`config.mk`:
```
export PLATFORM = sky130hd
export DESIGN_NAME = key_debounce_scan
export DESIGN_NICKNAME = d
export VERILOG_FILES = /design/src/rtl/key_debounce_scan.sv
export SDC_FILE = /design/constraint.sdc
export NUM_CORES = 1
export LEC_CHECK = 0
export ABC_CLOCK_PERIOD_IN_PS = 2300
export CELL_PAD_IN_SITES_DETAIL_PLACEMENT = 1
export CELL_PAD_IN_SITES_GLOBAL_PLACEMENT = 2
export CORE_MARGIN = 3
export CORE_UTILIZATION = 39
export CTS_BUF_LIST = sky130_fd_sc_hd__clkbuf_2
export DETAILED_ROUTE_END_ITERATION = 12
export DONT_BUFFER_PORTS = 1
export MAX_ROUTING_LAYER = met4
export PLACE_DENSITY = 0.81
export SYNTH_ARGS = -nofsm -noshare
export SYNTH_HDL_FRONTEND = slang
export SYNTH_SLANG_ARGS = --single-unit
```
`constraint.sdc`:
```
create_clock -name clk_24m -period 2.3 [get_ports clk_24m]
set_input_delay 0 -clock clk_24m [delete_from_list [all_inputs] [get_ports clk_24m]]
set_output_delay 0 -clock clk_24m [all_outputs]
set_load 0.01 [all_outputs]
```
`src/rtl/key_debounce_scan.sv`:
```
// key_debounce_scan
//   Reads N_KEYS raw active-low push-buttons, synchronises them into clk_24m,
//   debounces each against a shared tick and produces clean levels plus
//   single-cycle press / release / long-press events.
//
// Ports
//   clk_24m      in   system clock
//   rst          in   synchronous reset, active-high
//   key_in       in   [N_KEYS] raw pins, 0 = pressed, asynchronous
//   key_state    out  [N_KEYS] debounced level, 1 = pressed
//   key_press    out  [N_KEYS] 1-cycle pulse on accepted press
//   key_release  out  [N_KEYS] 1-cycle pulse on accepted release
//   key_long     out  [N_KEYS] 1-cycle pulse once per press after LONG_TICKS
//   tick         out  1-cycle pulse every TICK_DIV cycles
module key_debounce_scan #(
  parameter int N_KEYS     = 4,
  parameter int TICK_DIV   = 24000,
  parameter int DEB_TICKS  = 20,
  parameter int LONG_TICKS = 1000
) (
  input  logic              clk_24m,
  input  logic              rst,
  input  logic [N_KEYS-1:0] key_in,
  output logic [N_KEYS-1:0] key_state,
  output logic [N_KEYS-1:0] key_press,
  output logic [N_KEYS-1:0] key_release,
  output logic [N_KEYS-1:0] key_long,
  output logic              tick
);

  localparam int TW = (TICK_DIV > 1) ? $clog2(TICK_DIV) : 1;
  localparam int DW = $clog2(DEB_TICKS + 1);
  localparam int LW = $clog2(LONG_TICKS + 1);

  localparam logic [TW-1:0] TICK_LAST = TW'(TICK_DIV - 1);
  localparam logic [DW-1:0] DEB_LAST  = DW'(DEB_TICKS);
  localparam logic [LW-1:0] LONG_LAST = LW'(LONG_TICKS);

  logic [N_KEYS-1:0] r_sync1;
  logic [N_KEYS-1:0] r_sync2;
  logic [TW-1:0]     r_tick_cnt;
  logic              w_tick;
  logic [N_KEYS-1:0] r_state;
  logic [N_KEYS-1:0] r_press;
  logic [N_KEYS-1:0] r_release;
  logic [N_KEYS-1:0] r_long;
  logic [N_KEYS-1:0] r_fired;
  logic [DW-1:0]     r_deb_cnt  [N_KEYS];
  logic [LW-1:0]     r_long_cnt [N_KEYS];

  // Two-flop synchroniser on the inverted pins so downstream logic sees 1 = pressed.
  always_ff @(posedge clk_24m) begin
    if (rst) begin
      r_sync1 <= '0;
      r_sync2 <= '0;
    end else begin
      r_sync1 <= ~key_in;
      r_sync2 <= r_sync1;
    end
  end

  // Shared tick: high while the counter sits on its last value, then it wraps.
  assign w_tick = (r_tick_cnt == TICK_LAST);

  always_ff @(posedge clk_24m) begin
    if (rst) begin
      r_tick_cnt <= '0;
    end else if (w_tick) begin
      r_tick_cnt <= '0;
    end else begin
      r_tick_cnt <= r_tick_cnt + 1'b1;
    end
  end

  // Debounce: any cycle where the synchronised level matches the accepted level
  // restarts qualification; DEB_TICKS consecutive mismatching ticks flip it.
  always_ff @(posedge clk_24m) begin
    if (rst) begin
      r_state   <= '0;
      r_press   <= '0;
      r_release <= '0;
      for (int unsigned k = 0; k < N_KEYS; k++) begin
        r_deb_cnt[k] <= '0;
      end
    end else begin
      r_press   <= '0;
      r_release <= '0;
      for (int unsigned k = 0; k < N_KEYS; k++) begin
        if (r_sync2[k] == r_state[k]) begin
          r_deb_cnt[k] <= '0;
        end else if (w_tick) begin
          if (r_deb_cnt[k] + 1'b1 == DEB_LAST) begin
            r_state[k]   <= ~r_state[k];
            r_press[k]   <= ~r_state[k];
            r_release[k] <= r_state[k];
            r_deb_cnt[k] <= '0;
          end else begin
            r_deb_cnt[k] <= r_deb_cnt[k] + 1'b1;
          end
        end
      end
    end
  end

  // Long press: counts ticks while accepted-pressed; the fired flag freezes the
  // counter at LONG_TICKS so the event fires once per press.
  always_ff @(posedge clk_24m) begin
    if (rst) begin
      r_long  <= '0;
      r_fired <= '0;
      for (int unsigned k = 0; k < N_KEYS; k++) begin
        r_long_cnt[k] <= '0;
      end
    end else begin
      r_long <= '0;
      for (int unsigned k = 0; k < N_KEYS; k++) begin
        if (!r_state[k]) begin
          r_long_cnt[k] <= '0;
          r_fired[k]    <= 1'b0;
        end else if (w_tick && !r_fired[k]) begin
          r_long_cnt[k] <= r_long_cnt[k] + 1'b1;
          if (r_long_cnt[k] + 1'b1 == LONG_LAST) begin
            r_long[k]  <= 1'b1;
            r_fired[k] <= 1'b1;
          end
        end
      end
    end
  end

  assign key_state   = r_state;
  assign key_press   = r_press;
  assign key_release = r_release;
  assign key_long    = r_long;
  assign tick        = w_tick;

endmodule

```
# Word-level counts from Yosys, hierarchy flattened

Memories as Yosys holds them, arrays and structs flattened.
Cells that the tools add are included.
Widths: inputs -> output; s select.

Bits in registers: 43
Bits in writable memories: 60
Input port bits: 6
Output and inout bits: 17
Logic and storage cells: 220
Memories: 2

Memories:

| name       | words | width | read ports | clocked after Yosys merged registers in | write ports | line | RTL |
|---|---|---|---|---|---|---|---|
| r_long_cnt | 4     | 10    | 4          | 0                                       | 4           | 49   | `logic [LW-1:0] r_long_cnt [N_KEYS];` |
| r_deb_cnt  | 4     | 5     | 4          | 0                                       | 4           | 48   | `logic [DW-1:0] r_deb_cnt [N_KEYS];` |

Add/subtract/negate cells: 9
Eq/ne operators: 13
Mux-type cells: 106
Bitwise operators: 38
Reduce and logical (&&, ||, !) cells: 29

Operator list:

| operator              | number |
|---|---|
| $mux 1                | 86 |
| $mux 10               | 8 |
| $mux 5                | 12 |
| $add 10x1->10 const B | 4 |
| $eq 10x10->1 const B  | 4 |
| $add 5x1->5 const B   | 4 |
| $eq 5x5->1 const B    | 4 |
| $or 1x1->1            | 20 |
| $not 1->1             | 17 |
| $reduce_or 4->1       | 4 |
| $add 15x1->15 const B | 1 |
| $eq 15x15->1 const B  | 1 |
| $reduce_and 3->1      | 4 |
| $reduce_or 3->1       | 4 |
| $reduce_or 2->1       | 5 |
| $reduce_and 2->1      | 4 |
| $eq 1x1->1            | 4 |
| $logic_and 1x1->1     | 4 |
| $logic_not 1->1       | 4 |
| $not 4->4             | 1 |

# Longest topological paths before layout

Gate-level depths: netlist of the first run.

Depth in word-level cells: 9
Depth in mapped cells: 8
Gate-level depth less buffers: 7

# Worst setup path after synthesis of the first run

No wires, ideal clock.

Path type: flip-flop to flip-flop
Start point: reg r_tick_cnt[0]
End point: mem r_long_cnt[1][0] in the netlist's numbering, enable pin
Library setup time: 0.391 ns
Arrival: 2.035 ns
Required time: 1.909 ns
Slack: -0.126 ns
Stages on the path, launching flop included: 7
Path buffers: 2
Clock period less this slack: 2.426 ns
Path through: dfxtp_1 ha_1 and4_1 nand4_1 buf_2 clkbuf_1 o21ai_0

RTL lines:

| element                | line | RTL |
|---|---|---|
| from (decl)            | 41   | `logic [TW-1:0] r_tick_cnt;` |
| from (signal assigned) | 71   | `r_tick_cnt <= r_tick_cnt + 1'b1;` |
| to (decl)              | 49   |  |

==> results of run 1 <==
## stage by stage
step | std cells | setup WS, ns
after global routing | 668 | 0.02782
after detailed placement | 643 | 0.2587
after global placement | 643 | 0.3232
final | 668 | 0.2181
after floorplan | 478 | -0.1261
after CTS | 668 | 0.1995
## critical path, stage by stage, from the launching register on
cell	delay, ns
dfxtp_1	0.43
ha_1	0.21
and4_1	0.24
nand4_1	0.16
buf_4	0.22
or3_1	0.37
buf_4	0.19
nor2_1	0.13
## routing by layer
layer / vias up / global-route usage / part of all wire
met2: 33 / 0.2379 / 0.48
met4: 0 / 0.05421 / 0.0097
met3: 11 / 0.02775 / 0.030
li1: 1711 / - / -
met1: 1645 / 0.1942 / 0.48
met5: - / - / 0
## cell usage after synthesis (2+ instances only)
| library cell | number | area, um2 |
|---|---|---|
| o31ai_2 | 2 | 25.02 |
| xor2_1 | 26 | 227.7 |
| ha_1 | 13 | 162.7 |
| a21o_1 | 2 | 15.01 |
| clkbuf_1 | 4 | 15.01 |
| and3b_1 | 3 | 26.28 |
| or4_1 | 2 | 15.01 |
| o41ai_1 | 5 | 43.79 |
| nor2b_1 | 9 | 56.30 |
| nand4_1 | 7 | 43.79 |
| nand3_1 | 31 | 155.2 |
| and2_1 | 2 | 12.51 |
| nand2b_1 | 5 | 31.28 |
| nor4b_1 | 4 | 35.03 |
| and4_1 | 3 | 26.28 |
| o21ai_0 | 8 | 40.04 |
| and3_1 | 7 | 43.79 |
| nor4_1 | 6 | 37.54 |
| nand2_1 | 35 | 131.4 |
| a21oi_1 | 8 | 40.04 |
| a21boi_0 | 3 | 22.52 |
| buf_2 | 6 | 30.03 |
| nor2_1 | 88 | 330.3 |
| nor3b_1 | 3 | 22.52 |
| dfxtp_1 | 43 | 860.8 |
| inv_1 | 18 | 67.56 |
| nor3_1 | 16 | 80.08 |
| xnor2_1 | 31 | 271.5 |
| o211ai_1 | 3 | 22.52 |
| o31ai_1 | 2 | 15.01 |
| edfxtp_1 | 60 | 1802 |
| or3_1 | 7 | 43.79 |
## report_power, final
| part | switching, mW | internal, mW | total [mW] | leakage [nW] |
|---|---|---|---|---|
| registers | 0.0189 | 1.95 | 1.97 | 1.08 |
| clock network | 0.557 | 0.232 | 0.789 | 0.0633 |
| logic | 0.0289 | 0.0272 | 0.0561 | 0.681 |
## cell type report
class	instances	area share
multi-input cells	346	0.4008
inverters	18	0.01269
repair buffers	17	0.02821
clock buffers	9	0.008463
well taps	168	0.03949
flip-flops and latches	103	0.5002
clock inverters	7	0.01011
## worst paths after layout
path | cells past startpoint | start | endpoint | slack [ns]
max | 7 | r_tick_cnt[0]$_SDFF_PP0_ | r_long_cnt[0][9]$_SDFFCE_PN0P_ | 0.22
max reg2reg | 7 | r_tick_cnt[0]$_SDFF_PP0_ | r_long_cnt[0][9]$_SDFFCE_PN0P_ | 0.22
min | 1 | r_sync1[2]$_SDFF_PP0_ | r_sync2[2]$_SDFF_PP0_ | 0.46
min reg2reg | 1 | r_sync1[2]$_SDFF_PP0_ | r_sync2[2]$_SDFF_PP0_ | 0.46
## flip-flops by register name, summed over array words and instances, names as in the netlist
| signal | flops |
|---|---|
| r_long_cnt | 40 |
| r_deb_cnt | 20 |
| r_tick_cnt | 15 |
| key_long | 4 |
| key_press | 4 |
| key_release | 4 |
| key_state | 4 |
| r_fired | 4 |
| r_sync1 | 4 |
| r_sync2 | 4 |
## cells by family (layout without fill, tap and decap cells)
logic type	after synthesis	count (layout)
compound gates	42	42
xor+xnor	57	57
simple gates	234	234
fa+ha+maj	13	13
flops	103	103
buf+inv	29	51
## timing repair
action / 4_1_cts / 5_1_grt
setup endpoints to repair: 0 / 1
hold endpoints to repair: 113 / 0
hold buffers: 9 / 0
resized for setup: 0 / 1
==> results.toml, run 1 <==
[logic_synthesis]
synth_top_family_by_area = "simple AND/OR/NAND/NOR gates"
synth-xor-area-share = 0.1017
syn_nets = 497
ys.flop_type = "edfxtp_1"
ys_ff_latch = 103
synth_compound_area_frac = 0.06145
synth_area_mm2 = 0.004907
avgSynthCellArea_um2 = 10.27
synthArstFlopShare = 0
ys_seq_area_frac = 0.5426
netlist_instances = 478
ys_warn_count = 0
muxShareOfSynthArea = 0
synth_cell_types = 48
synth_edf_count = 60
synthAdderAreaFrac = 0.03315
synth-simple-area-share = 0.2374

[sta]
max_freq_mhz = 480.3
final.min_clock_period_ns = 2.082
hold_slack_ns = 0.4642
setup_tns_ns = 0
period_share = 0.9052
setup_viol = 0
slew_headroom = 0.3210
rsz0062_at_grt = "false"
finalMaxSlewViolations = 0
timing.final.hold_violations = 0
fin_skew_ns = 0.02689
worstMarginPinSlew_ns = 1.015

[route]
routed_wl_mm = 9.714
drtIter0Drc = 192
via_count = 3400
firstDrtPassIters = 4
antenna_left = 0
drc = 0
vias_per_cell = 5.090
routedWlPerCell_um = 14.54

[worst_setup_path]
path_max_fanout = 11
worstSetupPathType = "register to register"
end_kind = "register"
startpoint_type = "register"
worst_ep_required_time_ns = 2.73
cp.arrival_ns = 2.51

[placement]
placed_area_mm2 = 0.005129
place_hpwl_mm = 7.054
gp_congestion = 0.7580
port_buffers = 0

[power_and_ir_drop]
power.total_mw = 2.818
leakage_nw = 1.826
ir_drop_uv = 286.9
powerDensity_mw_per_mm2 = 529.4

[global_route]
grt_overflow = 0
grt_start_max_net_pins = 27
grt_pass1_wl_mm = 16.70
grt_use_total = 0.1504
antenna_found_initial = 0
grt_pass1_vias = 3458

[layout]
fin_area_mm2 = 0.005323
seq_area_mm2 = 0.002663
nNetsFinal = 514
multi_input_area_mm2 = 0.002133
final_common_cell = "nor2_1"
final_cell_mix = "88 x nor2_1, 60 x edfxtp_1, 43 x dfxtp_1"
finalCoreUtilization = 0.4377
nFillCells = 1399
drive_gt1_frac = 0.05600
area_growth_pct = 8.465
diodes = 0

[clock_network]
clockBufferDepth = 2
cts_root_buf = "clkbuf_2"
htreeDepth = 3
clock_sinks = 103
worstSkewPairLatency_ns = 0.57
postCtsSetupRepairBufs = 0
cts_buffers = 9
cts_tree = "built"
clk_pin_slew_ns = 0.24

[run]
drv_cap = 0

[min_path]
worst_hold_path_type = "register to register"

[die]
die_w_um = 118.2
io_pins = 23
dieArea_mm2 = 0.01396
dieHeight_um = 118.2
core_mm2 = 0.01216
start_util = 0.4035
rows = 40

[status]
status = "finished, final reports clean"
No activity file was read; power rests on OpenSTA's default activity.
==> run 2, diff against run 1 <==
Settings changed: CAP_MARGIN set to 20, CELL_PAD_IN_SITES_DETAIL_PLACEMENT 1 to 0.
==> results.toml, run 2 (synthesis results as in run 1) <==
[route]
routedWlPerCell_um = 13.31
wl_met2_mm = 3.971
met1Wirelength_mm = 4.455
routed_wl_mm = 8.893
drtIter0Drc = 262
firstDrtPassIters = 4
via_count = 3327
top_layer = "met4"
wl_met3_um = 222
antenna_left = 0
drc = 0
vias_per_cell = 4.981

[power_and_ir_drop]
powerDensity_mw_per_mm2 = 555.3
ir_drop_uv = 224.6
power.total_mw = 2.972
leakage_nw = 1.844

[worst_setup_path]
ff2ff_setup_slack_ns = 0.26
worst_ep_required_time_ns = 2.75
ff2ff_path_depth = 6
path_max_fanout = 11
startpoint_type = "register"
cp_num_buf_inv = 1
reg2reg_to = "r_long_cnt[3][3]$_SDFFCE_PN0P_"
worstSetupPathType = "register to register"
cp.arrival_ns = 2.49
end_kind = "register"
crit_family = "simple AND/OR/NAND/NOR gates"
path_cells = "ha_1, and4_1, nand4_1, buf_4, or3_1, nor2_1"
timing.rr.start = "r_tick_cnt[0]$_SDFF_PP0_"
slowest_stage = "or3_1"
max_stage_delay_ns = 0.52

[clock_network]
postCtsSetupRepairBufs = 0
clockBufferDepth = 2
worstSkewPairLatency_ns = 0.59
cts_root_buf = "clkbuf_2"
htreeDepth = 3
ctsResizeCount = 0
cts_tree = "built"
hold_buffers = 9
clock_sinks = 103
clk_pin_slew_ns = 0.24
cts_buffers = 9

[sta]
setup_viol = 0
worstMarginPinSlew_ns = 1.042
slew_headroom = 0.3028
finalMaxSlewViolations = 0
max_freq_mhz = 489.6
final.min_clock_period_ns = 2.043
timing.final.hold_violations = 0
fin_skew_ns = 0.02362
rsz0062_at_grt = "false"
period_share = 0.8881

[layout]
seq_area_mm2 = 0.002663
largest_reg_flops = 40
final_cell_mix = "88 x nor2_1, 60 x edfxtp_1, 43 x dfxtp_1"
nNetsFinal = 514
top_register = "r_long_cnt"
drive_gt1_frac = 0.06200
multi_input_area_mm2 = 0.002128
fin_area_mm2 = 0.005351
nFillCells = 1173
final_common_cell = "nor2_1"
largest_registers = "r_long_cnt (40), r_deb_cnt (20), r_tick_cnt (15)"
diodes = 0
area_growth_pct = 9.051

[die]
core_mm2 = 0.01216
dieHeight_um = 118.2
io_pins = 23
die_w_um = 118.2
start_util = 0.4035
rows = 40
dieArea_mm2 = 0.01396

[min_path]
hold-path-cell-count = 1
worst_hold_path_type = "register to register"
min-delay-start = "r_sync1[2]$_SDFF_PP0_"
min_to = "r_sync2[2]$_SDFF_PP0_"

[global_route]
grt_pass1_vias = 3163
grt_start_max_net_pins = 27
grt_use_total = 0.1383
antenna_found_initial = 0
grt_overflow = 0
grt_pass1_wl_mm = 15.28

[placement]
gp_congestion = 0.7580
place_hpwl_mm = 6.276
port_buffers = 0
placed_area_mm2 = 0.005129

[status]
status = "finished, final reports clean"

[run]
drv_cap = 0
## run 2: cell types whose count changed in the layout (fill, tap and decap cells not counted), sizes merged
| cell | previous run | this run |
|---|---|---|
| bufinv | 1 | 2 |
| clkinv | 6 | 5 |
## run 2: final cells by class
type | count | share of cell area
flip-flops and latches | 103 | 0.4975
well taps | 168 | 0.03928
inverters | 18 | 0.01263
multi-input cells | 346 | 0.3977
clock inverters | 7 | 0.01637
clock buffers | 9 | 0.008417
repair buffers | 17 | 0.02806
## run 2: through the flow
step / utilization / setup slack [ns] / setup TNS [ns] / hold slack, ns / instances
3_3_place_gp: 0.4217 / 0.3232 / 0 / 0.07097 / 643
5_1_grt: 0.4400 / 0.04299 / 0 / 0.4843 / 668
3_5_place_dp: 0.4217 / 0.2850 / 0 / 0.07451 / 643
2_1_floorplan: - / -0.1261 / -3.782 / 0.06669 / 478
6_report: 0.4400 / 0.2575 / 0 / 0.4666 / 668
4_1_cts: 0.4400 / 0.2334 / 0 / 0.4634 / 668
## run 2: per-layer routing
metal,up-vias,GRT usage
met5,-,-
met2,37,0.2036
met3,21,0.02727
li1,1712,-
met4,0,0.06447
met1,1557,0.1842
## run 2: how the worst max path moves through the flow
stage                                        start  slack [ns]  depth (start not counted)                             end
floorplan                 r_tick_cnt[0]$_SDFF_PP0_       -0.13                          6  r_long_cnt[1][0]$_SDFFCE_PN0P_
global placement    r_long_cnt[3][0]$_SDFFCE_PN0P_        0.32                          6         r_fired[3]$_SDFFE_PP0P_
detailed placement        r_tick_cnt[0]$_SDFF_PP0_        0.28                          6  r_long_cnt[3][3]$_SDFFCE_PN0P_
CTS                       r_tick_cnt[0]$_SDFF_PP0_        0.23                          6  r_long_cnt[3][3]$_SDFFCE_PN0P_
global route              r_tick_cnt[0]$_SDFF_PP0_        0.04                          6  r_long_cnt[3][8]$_SDFFCE_PN0P_
finish                    r_tick_cnt[0]$_SDFF_PP0_        0.26                          6  r_long_cnt[3][3]$_SDFFCE_PN0P_
## run 2: worst reg2reg max path: stages (launching register included)
cell and delay (ns):
dfxtp_1 0.42, ha_1 0.21, and4_1 0.23, nand4_1 0.16, buf_4 0.22, or3_1 0.52
nor2_1 0.17
## run 2: power by group
part / total, mW / leakage, nW / switching [mW] / internal [mW]
sequential: 1.97 / 1.08 / 0.0181 / 1.95
combinational: 0.0558 / 0.679 / 0.0286 / 0.0272
clock: 0.944 / 0.0831 / 0.591 / 0.353
==> run 3, diff against run 2 <==
Settings changed: PLACE_DENSITY 0.81 to not set, PLACE_DENSITY_LB_ADDON set to 0.3.
==> results.toml, run 3 (synthesis results as in run 1) <==
[status]
status = "finished, final reports clean"

[worst_setup_path]
worst_ep_required_time_ns = 2.82
cp.arrival_ns = 2.56
end_kind = "register"
worstSetupPathType = "register to register"
path_max_fanout = 20
startpoint_type = "register"

[clock_network]
clk_pin_slew_ns = 0.25
htreeDepth = 3
cts_buffers = 9
ctsResizeCount = 0
clock_sinks = 103
clockBufferDepth = 2
cts_tree = "built"
worstSkewPairLatency_ns = 0.59
cts_root_buf = "clkbuf_2"

[route]
antenna_left = 0
routedWlPerCell_um = 13.09
vias_per_cell = 4.922
routed_wl_mm = 8.759
drtIter0Drc = 191
firstDrtPassIters = 4
via_count = 3293
drc = 0

[power_and_ir_drop]
p_seq_frac = 0.717
ir_drop_uv = 344.0
intPower_mw = 2.132
p_sw_frac = 0.2250
p_clk_frac = 0.263
leakage_nw = 1.822
powerDensity_mw_per_mm2 = 518.7
switching_power_mw = 0.6189
pwr-share-comb = 0.020

[sta]
worstMarginPinSlew_ns = 0.9305
finalMaxSlewViolations = 0
period_share = 0.8870
fin_skew_ns = 0.04730
final.min_clock_period_ns = 2.040
rsz0062_at_grt = "false"
max_freq_mhz = 490.2
setup_slack_ns = 0.2600
setup_viol = 0
timing.final.hold_violations = 0
slew_headroom = 0.3776

[die]
dieArea_mm2 = 0.01396
rows = 40
dieHeight_um = 118.2
core_mm2 = 0.01216
io_pins = 23
die_w_um = 118.2
start_util = 0.4035

[global_route]
grt_use_total = 0.1363
grt_pass1_vias = 3113
antenna_found_initial = 0
grt_overflow = 0
grt_start_max_net_pins = 27
grt_pass1_wl_mm = 15.17

[placement]
gp_congestion = 0.7979
dpl_worst_slack_ns = 0.2493
place_hpwl_mm = 6.094
dp_cells = 643
port_buffers = 0

[layout]
largest_reg_flops = 40
drive_gt1_frac = 0.06200
largest_registers = "r_long_cnt (40), r_deb_cnt (20), r_tick_cnt (15)"
finalNonFillerCells = 669
top_register = "r_long_cnt"
final_cell_mix = "88 x nor2_1, 60 x edfxtp_1, 43 x dfxtp_1"
nNetsFinal = 514
final_common_cell = "nor2_1"
area_growth_pct = 8.083

[min_path]
worst_hold_path_type = "register to register"

[run]
drv_cap = 0
## run 3: layer usage
| layer | up-vias | GRT usage | share of wire | routed length, um |
|---|---|---|---|---|
| li1 | 1722 | - | - | - |
| met4 | 0 | 0.03297 | 0.0096 | 84 |
| met1 | 1526 | 0.1793 | 0.51 | 4439 |
| met3 | 7 | 0.04689 | 0.037 | 322 |
| met2 | 38 | 0.2033 | 0.45 | 3913 |
| met5 | - | - | 0 | 0 |
## run 3: power by group through the flow
stage               sequential [mW]  clock, mW  combinational, mW
global placement               2.01          0             0.0367
global route                   1.98      0.851             0.0627
CTS                            1.97      0.792             0.0554
finish                         1.97      0.724             0.0545
detailed placement             2.01          0             0.0366
floorplan                      2.00          0             0.0355
## run 3: path summary, 6_finish.rpt
path	slack, ns	to	cells after the start	from
min	0.47	r_sync2[2]$_SDFF_PP0_	1	r_sync1[2]$_SDFF_PP0_
min reg2reg	0.47	r_sync2[2]$_SDFF_PP0_	1	r_sync1[2]$_SDFF_PP0_
max reg2reg	0.26	r_fired[2]$_SDFFE_PP0P_	6	r_tick_cnt[0]$_SDFF_PP0_
max	0.26	r_fired[2]$_SDFFE_PP0P_	6	r_tick_cnt[0]$_SDFF_PP0_
## run 3: timing repair
action	4_1_cts	5_1_grt
buffers inserted	0	0
endpoints found under the hold margin	118	0
endpoints found under the setup margin	0	0
hold buffers	9	0
## run 3: layout make-up
class	count	area, um2
fillers	1196	6858
flip-flops and latches	103	2663
multi-input cells	346	2128
well taps	168	210.2
repair buffers	17	150.1
inverters	18	67.56
clock buffers	12	60.06
clock inverters	4	22.52
diodes	1	2.502
## run 3: metrics by stage
stage,hold WS (ns),TNS (ns),total power [mW],cell area (um2),util
CTS,0.4561,0,2.821,5301,0.4359
detailed placement,0.07298,0,2.047,5129,0.4217
finish,0.4664,0,2.751,5304,0.4361
global placement,0.06961,0,2.047,5129,0.4217
floorplan,0.06669,-3.782,2.040,4907,-
global route,0.4651,0,2.892,5301,0.4359
## run 3: worst max-delay path: stages (launching register included)
cell	delay, ns
dfxtp_1	0.42
ha_1	0.21
and4_1	0.22
nand4_1	0.09
buf_4	0.22
or3_1	0.55
o31ai_2	0.29
